==> src/rtl/alu_ctrl_muldiv.sv <==
// alu_ctrl_muldiv
//   Purpose: combinational ALU control decode (ALU_op / funct) plus an
//   iterative multiply/divide sequencer with HI/LO result registers.
//   A MULT/MULTU/DIV/DIVU holds the single-cycle datapath through stall
//   until HI/LO have been written.
//
//   Ports:
//     clk, rst            rising-edge clock, synchronous active-high reset
//     valid               instruction on ALU_op/funct is live this cycle
//     ALU_op, funct       main-control op class and R-format funct field
//     rs_data, rt_data    dividend/multiplicand and divisor/multiplier
//     ALU_control_signal  combinational ALU opcode (zero-extended to CTRL_W)
//     illegal             combinational; undefined ALU_op/funct while valid
//     stall               hold PC and writeback while a mul/div runs
//     done                one-cycle pulse in the cycle HI/LO become visible
//     div_zero            sticky; the last divide had rt == 0
//     hi, lo              HI and LO registers
module alu_ctrl_muldiv #(
  parameter int DATA_W = 32,
  parameter int CTRL_W = 4
) (
  input  logic              clk,
  input  logic              rst,
  input  logic              valid,
  input  logic [1:0]        ALU_op,
  input  logic [5:0]        funct,
  input  logic [DATA_W-1:0] rs_data,
  input  logic [DATA_W-1:0] rt_data,
  output logic [CTRL_W-1:0] ALU_control_signal,
  output logic              illegal,
  output logic              stall,
  output logic              done,
  output logic              div_zero,
  output logic [DATA_W-1:0] hi,
  output logic [DATA_W-1:0] lo
);

  localparam int CNT_W = $clog2(DATA_W);

  typedef enum logic [1:0] {IDLE = 2'd0, BUSY = 2'd1, DONE = 2'd2} state_t;

  state_t                state, state_next;
  logic [CNT_W-1:0]      cnt;
  logic [3:0]            ctrl;
  logic                  bad, md, issue, sgn_in;
  logic [DATA_W-1:0]     mag_rs, mag_rt;
  logic [DATA_W-1:0]     mag_a, mag_b, rs_keep;
  logic                  op_div, b_zero, neg_q, neg_r;
  logic [2*DATA_W-1:0]   acc, acc_step, prod;
  logic [DATA_W:0]       mul_sum, div_sh, div_diff;
  logic [DATA_W-1:0]     q_fix, r_fix, res_hi, res_lo;

  // Magnitude of a two's-complement operand when the op is signed.
  // The most negative value maps to 2^(DATA_W-1), which is exact unsigned.
  function automatic logic [DATA_W-1:0] magnitude(input logic signed [DATA_W-1:0] v,
                                                  input logic sgn);
    return (sgn && v[DATA_W-1]) ? -v : v;
  endfunction

  function automatic logic [DATA_W-1:0] cond_neg_w(input logic [DATA_W-1:0] v,
                                                   input logic neg);
    return neg ? (~v + DATA_W'(1)) : v;
  endfunction

  function automatic logic [2*DATA_W-1:0] cond_neg_2w(input logic [2*DATA_W-1:0] v,
                                                      input logic neg);
    return neg ? (~v + (2*DATA_W)'(1)) : v;
  endfunction

  always_comb begin
    ctrl = 4'b1000;
    bad  = 1'b0;
    md   = 1'b0;
    case (ALU_op)
      2'b00: ctrl = 4'b0010;
      2'b01: ctrl = 4'b0110;
      2'b10: begin
        case (funct)
          6'b100000: ctrl = 4'b0010;
          6'b100010: ctrl = 4'b0110;
          6'b100100: ctrl = 4'b0000;
          6'b100101: ctrl = 4'b0001;
          6'b100111: ctrl = 4'b1100;
          6'b101010: ctrl = 4'b0111;
          6'b011000, 6'b011001, 6'b011010, 6'b011011: md = 1'b1;
          default: bad = 1'b1;
        endcase
      end
      default: bad = 1'b1;
    endcase
  end

  assign ALU_control_signal = CTRL_W'(ctrl);
  assign illegal            = valid & bad;

  // The instruction stays presented during DONE, so only IDLE may issue.
  assign issue  = valid & md & (state == IDLE);
  assign sgn_in = ~funct[0];
  assign mag_rs = magnitude(rs_data, sgn_in);
  assign mag_rt = magnitude(rt_data, sgn_in);
  assign stall  = ~rst & ((state == BUSY) | issue);
  assign done   = (state == DONE);

  always_comb begin
    state_next = state;
    case (state)
      IDLE:    if (issue) state_next = BUSY;
      BUSY:    if (cnt == '0) state_next = DONE;
      DONE:    state_next = IDLE;
      default: state_next = IDLE;
    endcase
  end

  always_ff @(posedge clk) begin
    if (rst) state <= IDLE;
    else     state <= state_next;
  end

  // One iteration. Multiply: acc = {partial product, remaining multiplier
  // bits}, add multiplicand when the LSB is set, then shift right.
  // Divide: acc = {remainder, dividend bits / quotient bits}, shift left
  // one bit, trial-subtract the divisor and keep the difference if it fits.
  always_comb begin
    mul_sum  = {1'b0, acc[2*DATA_W-1:DATA_W]} + (acc[0] ? {1'b0, mag_a} : '0);
    div_sh   = {acc[2*DATA_W-1:DATA_W], acc[DATA_W-1]};
    div_diff = div_sh - {1'b0, mag_b};
    if (op_div) begin
      if (!div_diff[DATA_W]) acc_step = {div_diff[DATA_W-1:0], acc[DATA_W-2:0], 1'b1};
      else                   acc_step = {div_sh[DATA_W-1:0], acc[DATA_W-2:0], 1'b0};
    end else begin
      acc_step = {mul_sum, acc[DATA_W-1:1]};
    end
  end

  // Sign fix-up applied to the final iteration's result on the HI/LO edge.
  always_comb begin
    prod  = cond_neg_2w(acc_step, neg_q);
    q_fix = cond_neg_w(acc_step[DATA_W-1:0], neg_q);
    r_fix = cond_neg_w(acc_step[2*DATA_W-1:DATA_W], neg_r);
    if (!op_div) begin
      res_hi = prod[2*DATA_W-1:DATA_W];
      res_lo = prod[DATA_W-1:0];
    end else if (b_zero) begin
      res_hi = rs_keep;
      res_lo = '1;
    end else begin
      res_hi = r_fix;
      res_lo = q_fix;
    end
  end

  // Issue edge: capture operands; not reset, only meaningful after an issue.
  always_ff @(posedge clk) begin
    if (issue) begin
      mag_a   <= mag_rs;
      mag_b   <= mag_rt;
      rs_keep <= rs_data;
      op_div  <= funct[1];
      b_zero  <= (rt_data == '0);
      neg_q   <= sgn_in & (rs_data[DATA_W-1] ^ rt_data[DATA_W-1]);
      neg_r   <= sgn_in & rs_data[DATA_W-1];
      acc     <= {{DATA_W{1'b0}}, (funct[1] ? mag_rs : mag_rt)};
    end else if (state == BUSY) begin
      acc     <= acc_step;
    end
  end

  // Iteration counter and architectural results.
  always_ff @(posedge clk) begin
    if (rst) begin
      cnt      <= '0;
      hi       <= '0;
      lo       <= '0;
      div_zero <= 1'b0;
    end else if (issue) begin
      cnt      <= CNT_W'(DATA_W - 1);
      div_zero <= 1'b0;
    end else if (state == BUSY) begin
      cnt <= cnt - 1'b1;
      if (cnt == '0) begin
        hi       <= res_hi;
        lo       <= res_lo;
        div_zero <= op_div & b_zero;
      end
    end
  end

endmodule
==> config.mk <==
export PLATFORM = sky130hd
export DESIGN_NAME = alu_ctrl_muldiv
export DESIGN_NICKNAME = d
export VERILOG_FILES = /design/src/rtl/alu_ctrl_muldiv.sv
export SDC_FILE = /design/constraint.sdc
export NUM_CORES = 1
export LEC_CHECK = 0
export BUFFER_PORTS_ARGS = -buffer_cell sky130_fd_sc_hd__buf_2
export CAP_MARGIN = 20
export CORE_AREA = 3 3 230 232
export CTS_CLUSTER_SIZE = 10
export DETAILED_ROUTE_END_ITERATION = 10
export DIE_AREA = 0 0 233 235
export PLACE_DENSITY = 0.55
export SYNTH_ARGS = -nofsm -noshare
export SYNTH_HDL_FRONTEND = slang
export SYNTH_SLANG_ARGS = --single-unit
==> constraint.sdc <==
create_clock -name clk -period 9.05 [get_ports clk]
set_input_delay 0.905 -clock clk [delete_from_list [all_inputs] [get_ports clk]]
set_output_delay 0.905 -clock clk [all_outputs]
set_load 0.005 [all_outputs]
-- Yosys cells after proc, flatten, opt, wreduce, memory -nomap -nowiden
Index checks and enable logic that the tools add are counted.
- $lt $le $gt $ge: 0
- eq/ne operators: 16
- reductions and logical operators: 14
- divide/modulo/power cells: 0
- shifts and indexed selects: 0
- mux-type cells: 26
- bitwise operators: 15
- multipliers: 0
- add/subtract/negate cells: 8
- operators by type and width (kind ; count):
    32-bit 2-to-1 mux ; 12
    64-bit 2-to-1 mux ; 3
    32-bit by 1-bit adder with 32-bit output, second input constant ; 2
    64-bit by 1-bit adder with 64-bit output, second input constant ; 1
    32-bit negator ; 2
    32-bit inverter ; 2
    64-bit inverter ; 1
    6-bit equality test, second input constant ; 6
    32-bit by 32-bit adder with 33-bit output ; 1
    33-bit by 32-bit subtractor with 33-bit output ; 1
    32-bit logical NOT ; 1
    6-bit by 5-bit equality test with 1-bit output, second input constant ; 4
    4-bit case mux with 6 select lines ; 1
    4-bit case mux with 3 select lines ; 1
    5-bit 2-to-1 mux ; 2
    10-bit OR reduction ; 1
    1-bit bitwise AND ; 7
    5-bit logical NOT ; 1
    5-bit by 1-bit subtractor with 5-bit output, second input constant ; 1
    2-bit by 1-bit equality test with 1-bit output, second input constant ; 2
    2-bit equality test, second input constant ; 2
    2-bit logical NOT ; 2
    2-bit 2-to-1 mux ; 2
    2-bit case mux with 2 select lines ; 1
    other kinds (13) ; 20
- output and inout bits: 72
- input port bits: 75
- memories: 0
- bits in writable memories: 0
- latch bits: 0
- bits in registers: 236
- word-level logic and storage cells: 93
- bits in read-only memories: 0

-- Longest topological paths before layout
- depth in word-level cells: 8
- mapped depth: 21
- mapped depth without buffers: 20

-- Worst setup path before layout
OpenSTA, ideal clock, no wires.
- path type: input-to-reg
- start: input port funct[2]
- end: register b_zero, enable pin
- arrival: 5595 ps
- path slack: 2897 ps
- setup time: 558 ps
- cell stages on the path: 3
- required time: 8492 ps
- cell sequence: nor4bb_1 nand4b_1 nor2_1
- longest elaborated chain between the ends: 6
- ends and longest elaborated chain (element ; RTL line ; RTL):
    start, declared ; 26 ; input logic [5:0] funct,
    6-bit by 5-bit equality test with 1-bit output ; 78 ; case (funct)
    4-bit OR reduction (*) ; -- ;
    1-bit 2-to-1 mux (*) ; 78 ;
    1-bit 2-to-1 mux (*) ; 74 ; case (ALU_op)
    1-bit bitwise AND (*) (2 in a row) ; 97 ; assign issue = valid & md & (state == IDLE);
    via issue ; 45 ; logic bad, md, issue, sgn_in;
    end signal, assigned ; 159 ; b_zero <= (rt_data == '0);
    end, declared ; 48 ; logic op_div, b_zero, neg_q, neg_r;
The timed path passes the listed nets; every way through them passes the cells marked *.
A chain may end at the register's enable or synchronous reset.

-- Worst setup path in the final report
- start: register acc[31]
- end: register hi[31]
- longest elaborated chain between the ends: 8
- ends and longest elaborated chain (element ; RTL line ; RTL):
    start, declared ; 49 ; logic [2*DATA_W-1:0] acc, acc_step, prod;
    start signal, assigned ; 162 ; acc <= {{DATA_W{1'b0}}, (funct[1] ? mag_rs : mag_rt)};
    start signal, assigned ; 164 ; acc <= acc_step;
    33-bit by 32-bit subtractor with 33-bit output ; 126 ; div_diff = div_sh - {1'b0, mag_b};
    64-bit 2-to-1 mux ; 128 ; if (!div_diff[DATA_W]) acc_step = {div_diff[DATA_W-1:0], acc[DATA_W-2:0], 1'b1};
    64-bit 2-to-1 mux (*) ; 127 ; if (op_div) begin
    32-bit inverter ; 62 ; return neg ? (~v + DATA_W'(1)) : v;
    32-bit by 1-bit adder with 32-bit output ; 62 ;
    32-bit 2-to-1 mux ; 62 ;
    32-bit 2-to-1 mux ; 143 ; end else if (b_zero) begin
    32-bit 2-to-1 mux (*) ; 140 ; if (!op_div) begin
    end signal, assigned ; 181 ; hi <= res_hi;
    end, declared ; 34 ; output logic [DATA_W-1:0] hi,
Every way passes the cells marked *; elsewhere a longest branch is shown, timed or not.

==> impl_metrics.yaml <==
die:
  die_area_um2: 54800
  floorplan.initialDensity_pct: 34.6
  core-area_um2: 51200
  fp.dieH_um: 235
  fp.dieW_um: 233
  ios: 147
  num_rows: 83
critical_path:
  critical_path.cell_chain: "inv_1 -> ha_1 -> fa_1 -> nand2b_1 -> a21oi_1 -> o21ai_1 -> a21bo_2 -> a21oi_2 -> nor2_1 -> buf_4 -> a211oi_2 -> nor4b_4 -> nand2_1 -> or3_1 -> or3_1 -> a311o_1 -> a211oi_2"
  start_kind: "flip-flop"
  slowest_stage: "a21oi_2"
  max_stage_delay_ns: 0.73
  critical_path_required_ns: 9.56
  critPathKind: "flip-flop to flip-flop"
  critPathMaxFanout: 16
  crit_path_end_kind: "flip-flop"
  critPathArrivalTime_ns: 6.66
clocking:
  clock-sinks: 235
  post_cts_resized: 0
  h-tree-depth: 1
  cts_buffer_depth: 3
  post_cts_buffers: 0
  cts-root-buf: "clkbuf_16"
  clk_pin_slew_ns: 0.06
  cts_inserted_buffers: 29
  clk-insertion-delay-late_ns: 0.59
  cts_tree: "done"
  cts.hold.buffers_added: 0
global_routing:
  gr-total-overflow: 0
  grtUsageTotal_pct: 25.1
  grt_max_degree: 74
  antenna_found_initial: 1
  grt_pass1_wl_um: 104000
  grt_pass1_vias: 16151
final_layout:
  drive_above_1_share_pct: 12.9
  fill_cells: 5187
  fin_cells: 2876
  syn_to_final_growth_pct: 12.6
  antenna_cells: 0
  seqCellArea_um2: 6020
  multi_input_area_um2: 11000
  fin_nets: 2322
hold_path:
  hold_path_class: "flip-flop to flip-flop"
power_and_ir_drop:
  vdd_drop_max_v: 0.000140
  power_density_nw_per_um2: 151
  p_leak_nw: 7.70
synth:
  ys_dominant_reg_cell: "edfxtp_1"
  async_reset_ff_share_pct: 0
  synth_cells: 2084
  synth_edf_count: 131
  synth_area_leaders: "edfxtp_1 22%, dfxtp_1 12%, o21ai_0 5.6%, a21oi_1 5.1%, ha_1 4.9%"
  synth_seq_area_share_pct: 33.9
  syn_area_per_cell_um2: 8.51
  synth_cell_types: 102
  ys_ff_latch: 235
  yosysWarningCount: 0
  synth_nets: 2231
  yosys.area.top_type: "edfxtp_1"
  yosysTopAreaCellShare_pct: 22.2
  syn_area_um2: 17700
sta:
  relSlewSlack_pct: 31.4
  hold_violations: 0
  rsz0062_at_grt: "no"
  finalClockSkew_ns: 0.0236
  finalSetupViolations: 0
  finalCritPeriodShare_pct: 68.0
  whs_ns: 0.457
  finalSetupTns_ns: 0
  min_period_ns: 6.15
  worstMarginPinSlew_ns: 1.02
  maxSlewViolCount: 0
  max_clock_freq_mhz: 163
drt:
  avgViaCountPerCell: 5.90
  drc: 0
  first_iter_violations: 1685
  ant_nets: 0
  vias: 16980
  wl_per_cell_um: 24.7
  first_pass_iters: 5
  drt-total-wl_um: 71000
placement:
  place_congestion: 0.959
  dp.cells: 2824
  portBuffers: 146
  dp_hpwl_um: 55700
run:
  cap_viol_max_count: 0
run_status:
  status: "complete, no violations"
cells by family (layout without fill, tap and decap cells):
kind of cell / Yosys count / count (layout) / share of synthesized area (%)
DFF: 235 / 235 / 33.9
buffers and inverters: 195 / 307 / 4.36
xor gates and xnor gates: 168 / 168 / 8.30
adders and majority gates: 72 / 72 / 5.16
and+or+nand+nor: 632 / 632 / 18.1
muxes: 77 / 77 / 4.47
AOI/OAI and AO/OA: 705 / 705 / 25.7
flip-flops by register name, summed over array words and instances, names as in the netlist:
register,cells
neg_q,1
mag_b,32
neg_r,1
hi,32
lo,32
acc,64
rs_keep,31
cnt,5
div_zero,1
op_div,1
state,2
mag_a,32
b_zero,1
cells in the mapped netlist (all sizes together), types with 32 or more instances:
cell      n
nand2   156
o211ai   32
mux2i    60
and2     44
a21oi   186
clkbuf   84
xnor2   100
o31ai    35
edfxtp  131
nor2    153
xor2     68
nor3     58
dfxtp   104
inv      80
ha       70
o21ai   209
final timing paths:
path,end,slack [ns],cells after the start,startpoint
max reg2reg,hi[31]$_SDFFE_PP0P_,2.90,17,acc[31]$_DFFE_PN_
min reg2reg,hi[2]$_SDFFE_PP0P_,0.46,2,hi[2]$_SDFFE_PP0P_
min,hi[2]$_SDFFE_PP0P_,0.46,2,hi[2]$_SDFFE_PP0P_
max,hi[31]$_SDFFE_PP0P_,2.90,17,acc[31]$_DFFE_PN_
power breakdown:
group,internal (mW),total (mW),switching (mW)
logic,0.249,0.726,0.477
clock network,0.630,1.11,0.480
registers,1.15,1.19,0.0370
cells in the final DEF, fill, tap and decap left out, types with 70 or more instances in the layout:
cell and n:
a21oi_1 179, buf_2 146, dfxtp_1 104, edfxtp_1 131
ha_1 70, inv_1 80, nand2_1 155, nor2_1 149
o21ai_0 200, xnor2_1 100
stage by stage:
step | power [mW] | area, µm² | worst slack (ns) | utilization [%]
after floorplan | 1.66 | 17700 | 2.90 | -
after global placement | 1.92 | 19100 | 3.10 | 37.3
after detailed placement | 1.92 | 19100 | 2.95 | 37.3
after CTS | 3.03 | 20000 | 2.94 | 39.0
after global routing | 3.13 | 20000 | 2.47 | 39.0
final | 3.02 | 20000 | 2.90 | 39.0
worst max-delay path, delay by kind of cell (launching register included):
kind            cells  cell delay (ns)
simple gates        6             2.14
flops               1             0.35
compound gates      7             2.58
fa+ha+maj           2             0.61
buf+inv             2             0.39
area by class of cell:
class / instances / share of cell area, %
sequential: 235 / 30.1
timing repair buffer: 175 / 4.85
multi-input combinational: 1654 / 54.9
tap: 680 / 4.26
clock inverter: 4 / 0.188
clock buffer: 48 / 4.20
inverter: 80 / 1.50
per-layer routing:
metal	GRT usage, %	up-vias	routed length (µm)
met1	32.0	8344	29500
met5	0	-	0
met4	9.69	0	3140
li1	-	7926	-
met2	42.7	583	34300
met3	3.52	127	4040
No activity file was read; power rests on OpenSTA's default activity.
